File: config.mk
export PLATFORM = sky130hd
export DESIGN_NAME = clock_datapath
export DESIGN_NICKNAME = d
export VERILOG_FILES = /design/src/rtl/clock_datapath.sv
export SDC_FILE = /design/constraint.sdc
export NUM_CORES = 1
export LEC_CHECK = 0
export CAP_MARGIN = 20
export CORE_AREA = 2 2 90 92
export CTS_BUF_LIST = sky130_fd_sc_hd__clkbuf_4
export DETAILED_ROUTE_END_ITERATION = 12
export DIE_AREA = 0 0 92 94
export PLACE_DENSITY_LB_ADDON = 0.05
export SLEW_MARGIN = 10
export SYNTH_ARGS = -nofsm -noshare
export SYNTH_HDL_FRONTEND = slang
export SYNTH_SLANG_ARGS = --single-unit
File: constraint.sdc
create_clock -name clk -period 5.3 [get_ports clk]
set_clock_uncertainty 0.05 [all_clocks]
set_input_delay 0.53 -clock clk [delete_from_list [all_inputs] [get_ports clk]]
set_output_delay 0.53 -clock clk [all_outputs]
set_load 0.005 [all_outputs]
File: src/rtl/clock_datapath.sv
// Register-transfer datapath for the clock/calendar controller: shared bus, register file,
// ALU, key capture/counter and tick flag, driven by decoded control lines.
module clock_datapath #(
   parameter int W    = 6,
   parameter int NREG = 8,
   parameter int KMAX = 7
) (
   input  logic                    clk,
   input  logic                    rst,
   input  logic [$clog2(NREG)-1:0] addr,
   input  logic [W-1:0]            key_in,
   input  logic                    key_vld,
   input  logic                    tick,
   input  logic                    La,
   input  logic                    Lb,
   input  logic                    Ea,
   input  logic                    Er,
   input  logic                    Lr,
   input  logic                    Wr,
   input  logic [1:0]              s,
   input  logic                    Kc,
   input  logic                    Cc,
   input  logic                    Ts,
   output logic [W-1:0]            bus,
   output logic                    t,
   output logic                    k7,
   output logic                    c7,
   output logic                    Az,
   output logic                    err
);

   localparam int KW = $clog2(KMAX + 1);
   localparam logic [KW-1:0] KMAX_C = KW'(KMAX);

   logic [W-1:0]  a, b, r, key_r;
   logic [W-1:0]  rf [NREG];
   logic [KW-1:0] kcnt;
   logic [W:0]    alu;

   // Priority mux: R beats A so a contention cycle still has a defined bus value.
   always_comb begin
      bus = rf[addr];
      if (Er)      bus = r;
      else if (Ea) bus = a;
      else if (Kc) bus = key_r;
   end

   // Bit W carries the add carry or the subtract borrow.
   always_comb begin
      alu = '0;
      case (s)
         2'b00: alu = {1'b0, a} + {1'b0, b};
         2'b01: alu = {1'b0, a} - {1'b0, b};
         2'b10: alu = {1'b0, a} + (W+1)'(1);
         2'b11: alu = {1'b0, a};
         default: alu = '0;
      endcase
   end

   always_ff @(posedge clk or posedge rst) begin
      if (rst) begin
         a     <= '0;
         b     <= '0;
         r     <= '0;
         c7    <= 1'b0;
         key_r <= '0;
         kcnt  <= '0;
         t     <= 1'b0;
         err   <= 1'b0;
         for (int i = 0; i < NREG; i++) rf[i] <= '0;
      end else begin
         if (La) a <= bus;
         if (Lb) b <= bus;
         if (Wr) rf[addr] <= bus;
         if (Lr) begin
            r  <= alu[W-1:0];
            c7 <= alu[W];
         end
         if (key_vld) key_r <= key_in;
         if (Cc)                       kcnt <= '0;
         else if (Kc && kcnt != KMAX_C) kcnt <= kcnt + 1'b1;
         // A tick arriving with its acknowledge must not be lost.
         t <= tick | (t & ~Ts);
         if (Ea && Er) err <= 1'b1;
      end
   end

   assign k7 = (kcnt == KMAX_C);
   assign Az = (a == '0);

endmodule

After elaboration in Yosys (flattened, before gate mapping)

Index checks and enable logic that the tools add are counted.

Bits in registers: 78
Output and inout port bits: 11
Logic and storage cells: 49

Add/sub/neg operators: 4
$lt $le $gt $ge: 2
Eq/ne operators: 5
Muxes and demuxes: 12
Bitwise logic cells: 4
Reduce and logical (&&, ||, !) cells: 6

Operator list:

| cell                                                                  | number |
|---|---|
| 48-bit bitwise mux                                                    | 1 |
| 6-bit 2-to-1 mux                                                      | 6 |
| 7-bit one-hot mux with 4 select lines                                 | 1 |
| 6-bit binary-select mux with 3-bit select                             | 1 |
| 6-bit demux with 3-bit select                                         | 1 |
| 6-bit by 1-bit adder with 7-bit output (second input constant)        | 1 |
| 6-bit by 6-bit adder with 7-bit output                                | 1 |
| 6-bit by 6-bit subtractor with 7-bit output                           | 1 |
| 6-bit logical NOT                                                     | 1 |
| 3-bit 2-to-1 mux                                                      | 2 |
| 2-bit == test (second input constant)                                 | 2 |
| 4-bit greater-or-equal comparator (second input constant)             | 1 |
| 4-bit by 1-bit < comparator with 1-bit output (second input constant) | 1 |
| 3-bit inverter with 4-bit output                                      | 1 |
| 3-bit by 1-bit adder with 3-bit output (second input constant)        | 1 |
| 3-bit == test (second input constant)                                 | 1 |
| 1-bit logical AND                                                     | 3 |
| 3-bit inequality test (second input constant)                         | 1 |
| 2-bit by 1-bit == test with 1-bit output (second input constant)      | 1 |
| 2-bit logical NOT                                                     | 1 |
| 2-bit nonzero test                                                    | 1 |
| 1-bit bitwise AND                                                     | 1 |
| 1-bit inverter                                                        | 1 |
| 1-bit bitwise OR                                                      | 1 |

Depth between registers and ports, before layout

Gate-level depths: netlist of run 1.

Depth in word-level cells: 8
Mapped depth: 13

Least setup slack after synthesis of run 1

OpenSTA, ideal clock, no wires.

Path kind: in2reg
Start point: input s[0]
End point: register c7
Data arrival time: 2.592 ns
Setup slack: 2.562 ns
Cell stages on the path: 13
Buffers on the path: 1
Path through: inv_1 -> ha_1 -> clkbuf_1 -> o21ai_0 -> o21ai_0 -> ha_1 -> inv_1 -> fa_1 -> nor2b_1 -> o31a_1 -> o22ai_1 -> xor2_1 -> o31ai_1

Word-level cells in the longest chain between the ends: 2
Elaborated cells on any way between the ends: 5

RTL lines:

| what                                    | RTL line | source |
|---|---|---|
| from (decl)                             | 20       | `input logic [1:0] s,` |
| 2-bit == test (tied with other cells)   | 51       | `case (s)` |
| 7-bit one-hot mux with 4 select lines * | 51       |  |
| to (signal assigned)                    | 77       | `c7 <= alu[W];` |
| to (decl)                               | 27       | `output logic c7,` |

Every way passes the cells marked *; elsewhere a longest branch is shown, timed or not.
A chain may end at the register's enable or synchronous reset.

Final worst setup path of run 1

Start point: input addr[0]
End point: output bus[2]

Word-level cells in the longest chain between the ends: 7

RTL lines:

| what                                                   | RTL line | source |
|---|---|---|
| from (decl)                                            | 10       | `input logic [$clog2(NREG)-1:0] addr,` |
| 3-bit inverter with 4-bit output (not written as such) | 42       | `bus = rf[addr];` |
| 6-bit binary-select mux with 3-bit select              | 42       |  |
| 6-bit 2-to-1 mux (not written as such) (2 in a row)    | 42       |  |
| 6-bit 2-to-1 mux                                       | 45       | `else if (Kc) bus = key_r;` |
| 6-bit 2-to-1 mux                                       | 44       | `else if (Ea) bus = a;` |
| 6-bit 2-to-1 mux                                       | 43       | `if (Er) bus = r;` |
| to (decl)                                              | 24       | `output logic [W-1:0] bus,` |

No other way between the ends. The select of a mux whose other input is x is not followed.

==> flow_metrics.env, run 1 <==
export IMPL_dr_wl_met3_um=497
export IMPL_peakVddDrop_uv=225
export IMPL_slew_headroom_pct=27.4
export IMPL_fmax_mhz=251
export IMPL_cts_buffers=9
export IMPL_place_inst=543
export IMPL_layout_commonest_cell="dfrtp_1"
export IMPL_grtUsageTotal_pct=24.0
export IMPL_viasPerCell=5.76
export IMPL_htreeDepth=3
export IMPL_finalWirelength_um=9510
export IMPL_worst_setup_path_type="input port to primary output"
export IMPL_pwr_density_cell_nw_per_um2=402
export IMPL_crit_path_end_kind="primary output"
export IMPL_syn_instance_count=434
export IMPL_holdBufCountCts=0
export IMPL_dr_wl_met2_um=4260
export IMPL_die_y_um=94
export IMPL_met1_length_um=4660
export IMPL_crit_chain="clkdlybuf4s50_1 -> mux2_2 -> a21oi_1 -> o21ai_0 -> o21ai_1 -> inv_1 -> clkdlybuf4s50_1"
export IMPL_post_route_period_util_pct=75.2
export IMPL_root_buffer="clkbuf_4"
export IMPL_r2r_setup_slack_ns=2.70
export IMPL_synth_edf_count=0
export IMPL_n_fill_cell=673
export IMPL_drc=0
export IMPL_drt_iter0_drc=180
export IMPL_async_reset_ff_share_pct=100
export IMPL_worstHoldPathType="input port to async pin"
export IMPL_cap_violations=0
export IMPL_max_slew_worst_pin_slew_ns=1.09
export IMPL_ys_seq_area_share_pct=47.0
export IMPL_final_max_slew_viol_count=0
export IMPL_area_growth_pct=11.6
export IMPL_power_switching_uw=663
export IMPL_synth_area_leaders="dfrtp_1 (47%), o21ai_0 (6.2%), nand2_1 (5.9%)"
export IMPL_pre_cts_slack_ns=1.33
export IMPL_final_min_clock_period_ns=3.99
export IMPL_yosysTopAreaCell="dfrtp_1"
export IMPL_die_x_um=92
export IMPL_drive_above_1_share_pct=9.87
export IMPL_wl_per_cell_um=17.0
export IMPL_crit_slowest_cell="clkdlybuf4s50_1"
export IMPL_mostFrequentLayoutCells="dfrtp_1 (78), nand2_1 (65), o21ai_0 (51), clkdlybuf4s50_1 (34)"
export IMPL_cp_max_fo=29
export IMPL_finalNonFillerCells=558
export IMPL_synth_flop_cell="dfrtp_1"
export IMPL_p_sw_share_pct=35.6
export IMPL_dp_hpwl_um=6630
export IMPL_io_pins=35
export IMPL_clkSlewWorstSetupHoldPaths_ns=0.13
export IMPL_status="finished clean"
export IMPL_clk_path_buf_depth=2
export IMPL_timing_rr_end="c7"
export IMPL_critical_path_max_stage_delay_ns=1.19
export IMPL_antenna_found_initial=0
export IMPL_place_port_buffers=34
export IMPL_overflow=0
export IMPL_worstSkewPairLatency_ns=0.42
export IMPL_setup_slack_ns=1.31
export IMPL_ys_types=51
export IMPL_reg2regPathDepth=12
export IMPL_dieArea_um2=8650
export IMPL_grt_max_degree=45
export IMPL_ys_warnings_count=0
export IMPL_insertedDiodeCount=0
export IMPL_syn_area_um2=4150
export IMPL_rsz0062_at_grt="no"
export IMPL_ctsResizeCount=0
export IMPL_ys_seq_elements=78
export IMPL_grt_pass1_wl_um=16100
export IMPL_critPathRequiredTime_ns=4.72
export IMPL_setup_viol_count_final=0
export IMPL_r2r_start="b[0]"
export IMPL_clockPowerShare_pct=18.2
export IMPL_cts_tree="built"
export IMPL_internal_power_uw=1200
export IMPL_seqPwrFrac_pct=48.2
export IMPL_initial_core_util_pct=54.6
export IMPL_via_count=3212
export IMPL_rows=32
export IMPL_finalHoldViolCount=0
export IMPL_syn_nets=472
export IMPL_core_area_um2=7610
export IMPL_tns_ns=0
export IMPL_ant_nets=0
export IMPL_holdWs_ns=0.316
export IMPL_numClockSinks=78
export IMPL_drtPass1Iterations=4
export IMPL_cp_common_cell="clkdlybuf4s50_1"
export IMPL_crit_arrival_ns=3.41
export IMPL_cp_start_kind="input port"
export IMPL_fin_nets=491
export IMPL_gp_congestion=0.823
export IMPL_dr_max_layer_used="met4"
export IMPL_syn_avg_cell_area_um2=9.56
export IMPL_power_leakage_uw=0.00209
export IMPL_grt_pass1_vias=3020
export IMPL_pwr_share_comb_pct=33.6
export IMPL_synth_top_area_share_pct=47.0
export IMPL_cts_setup_buffers=0
## sequential cells by signal (all words and copies together), names as in the netlist
register  count
kcnt          3
t             1
c7            1
err           1
r             6
a             6
rf           48
key_r         6
b             6
## area by class of cell
cell class / count / area, um2 / area share [%]
Timing Repair Buffer: 36 / 368 / 7.94
Multi-Input combinational cell: 303 / 1970 / 42.6
Tap cell: 102 / 128 / 2.75
Sequential cell: 78 / 1950 / 42.1
Clock buffer: 9 / 67.6 / 1.46
Inverter: 25 / 93.8 / 2.03
Clock inverter: 5 / 52.6 / 1.13
## metal layers
metal / global-route usage [%] / up-vias
li1: - / 1573
met1: 36.4 / 1553
met2: 36.4 / 77
met3: 2.97 / 9
met4: 6.72 / 0
met5: 0 / -
## synthesized netlist by cell type (all sizes together) (3+ instances only)
master  number
a211oi       7
a21o         5
a21oi       23
a221o        3
a221oi       4
a31oi        5
buf         14
clkbuf      14
dfrtp       78
ha          13
inv         25
mux2        18
mux2i       15
mux4         3
nand2       65
nand2b       4
nand3        9
nor2        18
nor2b        8
nor3         6
nor3b        4
o21a         4
o21ai       55
o31ai        9
## per-stage QoR
step	area (um2)	total power, uW	util, %
CTS	4610	1870	60.6
detailed placement	4490	1530	59.1
global route	4630	2010	60.9
floorplan	4150	1320	-
finish	4630	1860	60.9
global placement	4490	1510	59.1
## power groups by stage
stage          clock, uW  sequential (uW)  combinational (uW)
2_1_floorplan          0              863                 452
3_3_place_gp           0              908                 603
3_5_place_dp           0              908                 621
4_1_cts              344              896                 626
5_1_grt              372              924                 711
6_report             339              897                 625
## logic make-up after synthesis
group                    Yosys count  share of synthesized area (%)
AO/OA/AOI/OAI                    128                           19.0
AND/OR/NAND/NOR                  123                           13.4
flip-flops                        78                           47.0
buffers and inverters             53                           5.46
multiplexers                      36                           10.3
adder cells (fa/ha/maj)           14                           4.40
XOR/XNOR                           2                          0.422
## critical path: cells and delay by family
family,cells,cell delay (ns)
AO/OA/AOI/OAI,3,0.72
multiplexers,1,0.42
buffers and inverters,3,1.73
## how the worst max path moves through the flow
| stage | start | end | depth (start not counted) |
|---|---|---|---|
| 2_1_floorplan | s[0] | c7 | 13 |
| 3_3_place_gp | addr[0] | bus[0] | 7 |
| 3_5_place_dp | addr[0] | bus[0] | 7 |
| 4_1_cts | addr[0] | bus[0] | 7 |
| 5_1_grt | addr[0] | bus[2] | 7 |
| 6_report | addr[0] | bus[2] | 7 |
Power figures use the tool's default switching activity.
==> run 2, diff against run 1 <==
--- a/config.mk
+++ b/config.mk
@@ -6,10 +6,10 @@
 export NUM_CORES = 1
 export LEC_CHECK = 0
 export CAP_MARGIN = 20
-export CORE_AREA = 2 2 90 92
+export CORE_AREA = 2 2 91 93
 export CTS_BUF_LIST = sky130_fd_sc_hd__clkbuf_4
 export DETAILED_ROUTE_END_ITERATION = 12
-export DIE_AREA = 0 0 92 94
+export DIE_AREA = 0 0 93 95
 export PLACE_DENSITY_LB_ADDON = 0.05
 export SLEW_MARGIN = 10
 export SYNTH_ARGS = -nofsm -noshare
==> constraint.sdc (replaced) <==
create_clock -name clk -period 3.6 [get_ports clk]
set_clock_uncertainty 0.05 [all_clocks]
set_input_delay 0.36 -clock clk [delete_from_list [all_inputs] [get_ports clk]]
set_output_delay 0.36 -clock clk [all_outputs]
set_load 0.005 [all_outputs]
==> flow_metrics.env, run 2 (synthesized netlist as in run 1, its figures left out) <==
export IMPL_status="finished clean"
export IMPL_post_route_period_util_pct=85.4
export IMPL_cts_buffers=9
export IMPL_cts_tree="built"
export IMPL_fmax_mhz=325
export IMPL_grt_pass1_wl_um=15800
export IMPL_clkSlewWorstSetupHoldPaths_ns=0.14
export IMPL_largest_reg_flops=48
export IMPL_die_x_um=93
export IMPL_finalWirelength_um=9590
export IMPL_htreeDepth=3
export IMPL_rows=33
export IMPL_max_slew_worst_pin_slew_ns=0.884
export IMPL_layout_commonest_cell="dfrtp_1"
export IMPL_grtUsageTotal_pct=23.6
export IMPL_initial_core_util_pct=52.4
export IMPL_cts_setup_buffers=0
export IMPL_pwr_density_cell_nw_per_um2=604
export IMPL_grt_max_degree=44
export IMPL_insertedDiodeCount=0
export IMPL_holdWs_ns=0.368
export IMPL_ctsResizeCount=0
export IMPL_overflow=0
export IMPL_crit_arrival_ns=2.66
export IMPL_power_leakage_uw=0.00215
export IMPL_critPathRequiredTime_ns=3.19
export IMPL_ant_nets=0
export IMPL_place_port_buffers=34
export IMPL_cp_max_fo=19
export IMPL_final_min_clock_period_ns=3.07
export IMPL_design_area_um2=4750
export IMPL_grt_pass1_vias=3008
export IMPL_antenna_found_initial=0
export IMPL_dp_hpwl_um=7060
export IMPL_worstSkewPairLatency_ns=0.43
export IMPL_die_y_um=95
export IMPL_cap_violations=0
export IMPL_via_count=3230
export IMPL_peakVddDrop_uv=330
export IMPL_slew_headroom_pct=41.0
export IMPL_cp_start_kind="input port"
export IMPL_final_max_slew_viol_count=0
export IMPL_numClockSinks=78
export IMPL_clk_path_buf_depth=2
export IMPL_drt_iter0_drc=206
export IMPL_root_buffer="clkbuf_4"
export IMPL_drc=0
export IMPL_dieArea_um2=8840
export IMPL_wl_per_cell_um=16.7
export IMPL_rsz0062_at_grt="no"
export IMPL_core_area_um2=7930
export IMPL_drtPass1Iterations=5
export IMPL_mostFrequentLayoutCells="dfrtp_1 (78), nand2_1 (65), o21ai_0 (51), clkdlybuf4s50_1 (34)"
export IMPL_tns_ns=0
export IMPL_utilization_pct=59.9
export IMPL_setup_viol_count_final=0
export IMPL_regMostFlops="rf"
export IMPL_viasPerCell=5.62
export IMPL_crit_path_end_kind="primary output"
export IMPL_gp_congestion=0.864
export IMPL_io_pins=35
export IMPL_finalHoldViolCount=0
export IMPL_worst_setup_path_type="input port to primary output"
export IMPL_fin_nets=503
export IMPL_worstHoldPathType="input port to async pin"
export IMPL_drive_above_1_share_pct=12.3
export IMPL_holdBufCountCts=0
export IMPL_area_growth_pct=14.5
export IMPL_placed_area_um2=4590
[run 2: area by class of cell]
| type | instances | area [um2] |
|---|---|---|
| fill | 699 | 3180 |
| multi-input combinational | 303 | 1970 |
| sequential | 78 | 1950 |
| timing repair buffer | 48 | 445 |
| tap | 105 | 131 |
| inverter | 25 | 93.8 |
| clock inverter | 7 | 88.8 |
| clock buffer | 9 | 67.6 |
[run 2: worst paths after layout]
path | from | endpoint | slack (ns) | depth (start not counted)
worst min register to register | err | err | 0.42 | 1
max in group asynchronous | rst | a[2] | 2.32 | 3
worst min-delay path | rst | rf[2] | 0.37 | 2
worst max-delay path | addr[1] | bus[0] | 0.53 | 8
worst max register to register | b[1] | c7 | 1.04 | 11
min in group clk | err | err | 0.42 | 1
[run 2: through the flow]
| step | std cells | power [uW] | worst slack [ns] |
|---|---|---|---|
| 2_1_floorplan | 434 | 1940 | 1.03 |
| 3_3_place_gp | 559 | 2270 | 0.423 |
| 3_5_place_dp | 559 | 2290 | 0.314 |
| 4_1_cts | 575 | 2880 | 0.536 |
| 5_1_grt | 575 | 3090 | 0.417 |
| 6_report | 575 | 2870 | 0.526 |
[run 2: routing by layer]
metal  vias up  part of all wire [%]  global-route usage (%)
met5         -                     0                       0
li1       1603                     -                       -
met2        77                    43                    34.1
met4         0                   1.8                    8.58
met1      1536                    50                    35.7
met3        14                   4.6                    4.15
[run 2: worst max-delay path, stage by stage]
cell and delay (ns):
clkdlybuf4s50_1 0.72, buf_4 0.30, nor2b_1 0.25, a21oi_1 0.10, o211ai_1 0.12, o21ai_1 0.22
inv_1 0.10, clkdlybuf4s50_1 0.50
[run 2: report_power, final]
| group | switching, uW | internal, uW | leakage, uW |
|---|---|---|---|
| combinational | 503 | 458 | 0.00110 |
| clock | 309 | 277 | 0.0000810 |
| sequential | 194 | 1130 | 0.000966 |
| total | 1010 | 1870 | 0.00215 |
